$ cat src/rtl/tl_sys_tgt_pkg.sv
// rtl/tl_sys_tgt_pkg.sv - shared types and constants for the TileLink system register target
package tl_sys_tgt_pkg;

    typedef enum logic [1:0] {
        IDLE  = 2'd0,
        WAIT  = 2'd1,
        ACK   = 2'd2,
        DRAIN = 2'd3
    } state_t;

    localparam logic [63:0] ERR_RDATA = 64'hDEAD_DEAD_DEAD_DEAD;

    // Index must also reach the two optional counter slots above the register file.
    function automatic int idx_width(input int num_regs);
        return $clog2(num_regs + 2);
    endfunction

endpackage

$ cat src/rtl/tl_sys_tgt_decode.sv
// rtl/tl_sys_tgt_decode.sv - combinational address decode; TL_SYS_TGT_PERF_EN adds the counter slots
module tl_sys_tgt_decode
    import tl_sys_tgt_pkg::*;
#(
    parameter int                   ADR_WIDTH = 32,
    parameter logic [ADR_WIDTH-1:0] BASE_ADDR = '0,
    parameter int                   NUM_REGS  = 16,
    parameter int                   IW        = idx_width(NUM_REGS)
) (
    input  logic [ADR_WIDTH-1:0] adr,
    output logic                 in_range,
    output logic [IW-1:0]        index,
    output logic                 is_counter
);

    localparam logic [ADR_WIDTH-1:0] NREG = ADR_WIDTH'(NUM_REGS);

    logic [ADR_WIDTH-1:0] offset;
    logic [ADR_WIDTH-1:0] word;
    logic                 aligned;
    logic                 in_regs;

    // Unsigned subtraction: addresses below the base wrap to huge offsets and fall out of range.
    assign offset  = adr - BASE_ADDR;
    assign word    = offset >> 3;
    assign aligned = (offset[2:0] == 3'b000);
    assign in_regs = aligned && (word < NREG);

`ifdef TL_SYS_TGT_PERF_EN
    assign is_counter = aligned && ((word == NREG) || (word == NREG + ADR_WIDTH'(1)));
`else
    assign is_counter = 1'b0;
`endif

    assign in_range = in_regs || is_counter;
    assign index    = word[IW-1:0];

endmodule

$ cat src/rtl/tl_sys_reg_target.sv
// rtl/tl_sys_reg_target.sv - req/ack register target with programmable latency; TL_SYS_TGT_PERF_EN adds access counters
module tl_sys_reg_target
    import tl_sys_tgt_pkg::*;
#(
    parameter int                   ADR_WIDTH = 32,
    parameter logic [ADR_WIDTH-1:0] BASE_ADDR = 32'h0000_0000,
    parameter int                   NUM_REGS  = 16,
    parameter int                   LATENCY   = 2,
    parameter logic [63:0]          RST_VAL   = 64'h0
) (
    input  logic                 clock,
    input  logic                 reset,
    input  logic                 req,
    input  logic [ADR_WIDTH-1:0] adr,
    input  logic                 rdWr,
    input  logic [63:0]          wrDat,
    output logic [63:0]          rdDat,
    output logic                 ack,
    output logic                 err
);

    localparam int IW = idx_width(NUM_REGS);

    state_t               state, state_nxt;
    logic [3:0]           cnt, cnt_nxt;
    logic [ADR_WIDTH-1:0] cap_adr;
    logic                 cap_rd;
    logic [63:0]          cap_dat;
    logic [63:0]          regs [NUM_REGS];
    logic [63:0]          rd_hold;
    logic [63:0]          rd_val;
    logic                 in_range;
    logic [IW-1:0]        index;
    logic                 is_counter;
    logic                 acc_ok;

    tl_sys_tgt_decode #(
        .ADR_WIDTH (ADR_WIDTH),
        .BASE_ADDR (BASE_ADDR),
        .NUM_REGS  (NUM_REGS),
        .IW        (IW)
    ) u_decode (
        .adr        (cap_adr),
        .in_range   (in_range),
        .index      (index),
        .is_counter (is_counter)
    );

    // Counters are read-only: a write that lands on one is treated as an error.
    assign acc_ok = in_range && !(is_counter && !cap_rd);
    assign ack    = (state == ACK);
    assign err    = ack && !acc_ok;
    assign rdDat  = (ack && cap_rd) ? rd_val : rd_hold;

`ifdef TL_SYS_TGT_PERF_EN
    logic [63:0] rd_cnt, wr_cnt;

    always_ff @(posedge clock or posedge reset) begin
        if (reset) begin
            rd_cnt <= '0;
            wr_cnt <= '0;
        end else if (ack && acc_ok) begin
            if (cap_rd) rd_cnt <= rd_cnt + 64'd1;
            else        wr_cnt <= wr_cnt + 64'd1;
        end
    end
`endif

    always_comb begin
        rd_val = ERR_RDATA;
        if (in_range) begin
            for (int i = 0; i < NUM_REGS; i++) begin
                if (index == IW'(i)) rd_val = regs[i];
            end
`ifdef TL_SYS_TGT_PERF_EN
            // The read-count value returned already includes the read that fetches it.
            if (index == IW'(NUM_REGS))     rd_val = rd_cnt + 64'd1;
            if (index == IW'(NUM_REGS + 1)) rd_val = wr_cnt;
`endif
        end
    end

    always_comb begin
        state_nxt = state;
        cnt_nxt   = cnt;
        case (state)
            IDLE: begin
                if (req) begin
                    cnt_nxt   = 4'(LATENCY - 1);
                    state_nxt = (LATENCY == 1) ? ACK : WAIT;
                end
            end
            WAIT: begin
                cnt_nxt = cnt - 4'd1;
                if (cnt == 4'd1) state_nxt = ACK;
            end
            ACK:     state_nxt = DRAIN;
            DRAIN:   if (!req) state_nxt = IDLE;
            default: state_nxt = IDLE;
        endcase
    end

    always_ff @(posedge clock or posedge reset) begin
        if (reset) begin
            state   <= IDLE;
            cnt     <= '0;
            cap_adr <= '0;
            cap_rd  <= 1'b0;
            cap_dat <= '0;
            rd_hold <= '0;
            for (int i = 0; i < NUM_REGS; i++) regs[i] <= RST_VAL;
        end else begin
            state <= state_nxt;
            cnt   <= cnt_nxt;
            if (state == IDLE && req) begin
                cap_adr <= adr;
                cap_rd  <= rdWr;
                cap_dat <= wrDat;
            end
            if (ack && cap_rd) rd_hold <= rd_val;
            for (int i = 0; i < NUM_REGS; i++) begin
                if (ack && !cap_rd && acc_ok && index == IW'(i)) regs[i] <= cap_dat;
            end
        end
    end

endmodule

$ cat config.mk
export PLATFORM = sky130hd
export DESIGN_NAME = tl_sys_reg_target
export DESIGN_NICKNAME = d
export VERILOG_FILES = /design/src/rtl/tl_sys_tgt_pkg.sv /design/src/rtl/tl_sys_tgt_decode.sv /design/src/rtl/tl_sys_reg_target.sv
export SDC_FILE = /design/constraint.sdc
export NUM_CORES = 2
export LEC_CHECK = 0
export CAP_MARGIN = 40
export CORE_AREA = 2 2 363 365
export CTS_CLUSTER_SIZE = 40
export DETAILED_ROUTE_END_ITERATION = 16
export DIE_AREA = 0 0 365 367
export GPL_ROUTABILITY_DRIVEN = 0
export GPL_TIMING_DRIVEN = 0
export SLEW_MARGIN = 20
export SYNTH_ARGS = -nofsm -noshare
export SYNTH_HDL_FRONTEND = slang
export SYNTH_SLANG_ARGS = --single-unit
$ cat constraint.sdc
create_clock -name clock -period 44.4 [get_ports clock]
set_input_delay 4.44 -clock clock [delete_from_list [all_inputs] [get_ports clock]]
set_output_delay 4.44 -clock clock [all_outputs]
set_load 0.01 [all_outputs]
# Word-level counts from Yosys, hierarchy flattened
# Index checks and enable logic that the tools add are counted.
[op_classes] addsub=1 n_mux=24 n_reduce_logical=30 n_eq_ne=22 n_lt_le_gt_ge=1
[ops] op="$mux W64" count=18
[ops] op="$eq A5 B4 Y1 const B" count=8
[ops] op="$lt A29 B5 Y1 const B" count=1
[ops] op="$logic_and A1 B1 Y1" count=22
[ops] op="$eq A5 B3 Y1 const B" count=4
[ops] op="$eq A5 B2 Y1 const B" count=2
[ops] op="$pmux W2 S4" count=1
[ops] op="$pmux W4 S2" count=1
[ops] op="$mux W2" count=3
[ops] op="$ne A2 B2 Y1 const B" count=3
[ops] op="$eq A5 B1 Y1 const B" count=1
[ops] op="$logic_not A5 Y1" count=1
[ops] op="$eq A2 B2 Y1 const B" count=2
[ops] op="$eq A4 B1 Y1 const B" count=1
[ops] op="$mux W4" count=1
[ops] op="$sub A4 B1 Y4 const B" count=1
[ops] op="$logic_not A3 Y1" count=1
[ops] op="$reduce_and A3 Y1" count=1
[ops] op="$eq A2 B1 Y1 const B" count=1
[ops] op="$logic_not A1 Y1" count=2
[ops] op="$logic_not A2 Y1" count=1
[ops] op="$reduce_and A2 Y1" count=1
[ops] op="$reduce_bool A2 Y1" count=1
[word_totals] input_bits=100 regBits=1191 elab_cells=100

# Longest topological paths before layout
[depth] ltp_word=19 depth_mapped=10

# Modules after synthesis
# Synthesis repeated with hierarchy kept, for this count alone.
[unflattened] hier_cells=4190 area_unflattened_um2=53391.2
[modules_own_cells] module="tl_sys_reg_target" cells_per_inst=4173 instances=1 area_each_um2=53277.3
[modules_own_cells] module="tl_sys_tgt_decode" cells_per_inst=17 instances=1 area_each_um2=113.9

# Least setup slack after synthesis
# Ideal clock, no wire load.
[synth_path] path_kind="register to output" from="register cap_adr[7]" to="output port rdDat[38]" path_buffers=2 arrival_time_ns=2.138 setup_slack_ns=37.822 path_stages_with_launch=9 cell_sequence="dfrtp_1 -> buf_2 -> or3b_2 -> nor2_4 -> buf_2 -> a21oi_1 -> o211ai_1 -> o221ai_1 -> a221oi_1"
[synth_between] elab_chain_len=19
[synth_lines] element="from (decl)" line="tl_sys_reg_target.sv:26" text="logic [ADR_WIDTH-1:0] cap_adr;"
[synth_lines] element="from (signal assigned)" line="tl_sys_reg_target.sv:116" text="cap_adr <= adr;"
[synth_lines] element="$logic_not A5 Y1" line="tl_sys_reg_target.sv:73" text="if (index == IW'(i)) rd_val = regs[i];"
[synth_lines] element="$mux W64 (16 in series)" line="tl_sys_reg_target.sv:73"
[synth_lines] element="$mux W64 *" line="tl_sys_reg_target.sv:71" text="if (in_range) begin"
[synth_lines] element="$mux W64 *"
[synth_lines] element="to (decl)" line="tl_sys_reg_target.sv:17" text="output logic [63:0] rdDat,"
# Every way passes the cells marked *; elsewhere a longest branch is shown, timed or not.

# Final worst setup path
[layout_path] from="register cap_adr[7]" to="output port rdDat[24]"
# The elaborated chain is that of the path after synthesis.

==> metrics.yaml <==
p_leak_nw: 29.45
clkTransAtPathRegs_ns: 0.06
dp.cells: 5851
grt_pass1_vias: 36963
maxCapViolations: 0
antenna_found_initial: 7
dp_hpwl_um: 128100
yosysMostFrequentCell: "dfrtp_1"
synth_simple_gate_area_frac: 0.05056
rsz0062_at_grt: "false"
gr-total-overflow: 0
wl_um: 187800
start_kind: "register"
gr-usage-all-layers: 0.2802
final_area_um2: 61080
via_count: 36591
path_delay_family: "buffers and inverters"
ant_nets: 0
cts_made_buffers: 132
fin_cells: 6098
synth_fp_nets: 3960
slowest_delay_ns: 0.68
fmax_mhz: 101.7
crit_path_end_kind: "output port"
yosys.area.top_type: "dfrtp_1"
clock_skew_ns: 0.02854
synth_mux_area_frac: 0.2454
hold_viol_final: 0
layout-drive-gt1-share: 0.3568
wire_per_inst_um: 30.79
initial_utilization: 0.3959
synthDistinctLibCells: 69
grt_pass1_wl_um: 268100
synth_ff_type: "dfrtp_1"
synth_edf_count: 0
cts-htree-levels: 4
yosys-top-cells-count: "dfrtp_1, mux2_2, o22ai_1"
yosys.area_share.adder: 0.001454
synth_top_family_by_area: "multiplexers"
synth-seq-cells: 1191
crit_top_cell: "buf_2"
synthCells: 3854
status: "finished, final reports clean"
arrival_ns: 5.39
tns_ns: 0
die_width_um: 365
grt_max_degree: 104
area_delta_synth_final_pct: 18.25
dieArea_um2: 134000
clock_latency_ns: 0.77
pwr_density_cell_nw_per_um2: 52.39
slowest_stage: "clkdlybuf4s50_1"
crit_chain: "buf_2 -> or3b_2 -> nor2_1 -> buf_2 -> buf_2 -> a22oi_1 -> nand2_1 -> nor3_1 -> o22ai_1 -> clkdlybuf4s50_1"
seq_area_frac_synth: 0.5770
required_ns: 39.96
postCtsSetupBuffers: 0
synth_area_leaders: "dfrtp_1, mux2_2, o22ai_1"
synth_area_um2: 51650
placed_area_um2: 56670
cts.sinks: 1191
async_reset_ff_frac: 1.000
synthDominantCellAreaShare: 0.5770
ir_drop_mv: 0.04421
final_util: 0.4681
max-slew-margin-rel: 0.3527
cts_root_buffer: "clkbuf_16"
cts_tree: "yes"
tightest_slew_ns: 0.9710
final_max_slew_viol_count: 0
total_power_w: 0.003200
drc: 0
portBuffers: 165
path_class: "register to output port"
dr.first_iter.drc_count: 3926
synth_xor_area_frac: 0
cts_resized: 0
nNetsFinal: 4343
vias_per_cell: 6.000
period_share: 0.2214
syn_avg_cell_area_um2: 13.40
crit_fanout: 10
clock_path_buffers: 3
cp_num_buf_inv: 4
cts_hold_buf: 0
ys_warn_count: 0
synth-compound-area-share: 0.09051
core-area_um2: 130500
num-fill-cells: 11925
fp-row-count: 133
period_needed_ns: 9.829
setup_violations: 0
io_pins: 166
min_path_type: "register to register"
die_height_um: 367
firstDrtPassIters: 6
[routing by layer]
layer,share of wire,wire [um],vias to the layer above,global-route usage
li1,-,-,15088,-
met1,0.41,77340,19201,0.3796
met2,0.44,82860,1805,0.4178
met3,0.091,17180,484,0.07080
met4,0.055,10270,13,0.1377
met5,0.00063,119,-,0
[where the power goes]
| group | switching (W) | internal (W) | leakage, nW |
|---|---|---|---|
| Sequential | 0.0000850 | 0.00115 | 16.2 |
| Clock | 0.000459 | 0.000643 | 2.13 |
| Combinational | 0.000594 | 0.000272 | 11.1 |
[placed cells by master (no fill, tap or decap), types with 12 or more instances in the layout]
cell	synthesis	layout
buf_2	53	57
buf_8	0	17
clkbuf_1	156	173
o21ai_0	50	50
buf_16	0	12
nand2_1	86	86
nand3_1	54	54
mux2_1	60	60
nor3_1	65	64
o22ai_1	254	254
buf_4	26	27
a211oi_1	46	46
nor2_1	186	182
buf_1	26	23
o2bb2ai_1	16	16
clkbuf_16	0	134
clkbuf_2	1	20
clkinv_2	0	17
o221ai_1	23	23
dfrtp_1	1191	1191
clkdlybuf4s50_1	0	165
nor4_1	41	41
a22oi_1	97	97
clkbuf_8	0	30
nor2b_1	13	13
buf_6	55	108
a221oi_1	45	45
mux2_2	1062	1062
nor2_2	11	15
a21oi_1	76	75
[cell families after synthesis]
family          count (synthesis)
flops                        1191
fa+ha+maj                       6
simple gates                  520
compound gates                683
mux                          1126
buf+inv                       328
[stage by stage]
| step | setup WS (ns) | hold slack (ns) |
|---|---|---|
| floorplan | 6.409 | 0.4490 |
| global placement | -7.894 | 0.4659 |
| detailed placement | 35.57 | 0.4739 |
| CTS | 34.76 | 0.4870 |
| global route | 34.60 | 0.4978 |
| finish | 34.57 | 0.4860 |
[final timing paths]
path | startpoint | to | slack (ns) | depth (start not counted)
worst max register to register | cap_adr[7]$_DFFE_PP0P_ | rd_hold[24]$_DFF_PP0_ | 40.27 | 9
worst max-delay path | cap_adr[7]$_DFFE_PP0P_ | rdDat[24] | 34.57 | 10
max in group asynchronous | reset | regs[330]$_DFFE_PP0P_ | 38.33 | 5
worst min-delay path | regs[891]$_DFFE_PP0P_ | regs[891]$_DFFE_PP0P_ | 0.49 | 1
worst min register to register | regs[891]$_DFFE_PP0P_ | regs[891]$_DFFE_PP0P_ | 0.49 | 1
min in group asynchronous | reset | cap_dat[53]$_DFFE_PP0P_ | 4.20 | 2
[final cells by class]
class	instances	area (um^2)	share of cell area
Clock inverter	38	417.9	0.006842
Buffer	317	1795	0.02940
Multi-Input combinational cell	2335	20060	0.3285
Antenna cell	2	5.005	0.00008194
Tap cell	1755	2196	0.03595
Timing Repair Buffer	249	2846	0.04661
Sequential cell	1191	29800	0.4880
Clock buffer	200	3901	0.06388
Inverter	11	48.80	0.0007990
[flip-flops by register name, summed over array words and instances, names as in the netlist]
| name | count |
|---|---|
| cap_adr | 32 |
| cap_dat | 64 |
| cap_rd | 1 |
| cnt | 4 |
| rd_hold | 64 |
| regs | 1024 |
| state | 2 |
Power figures use the tool's default switching activity.
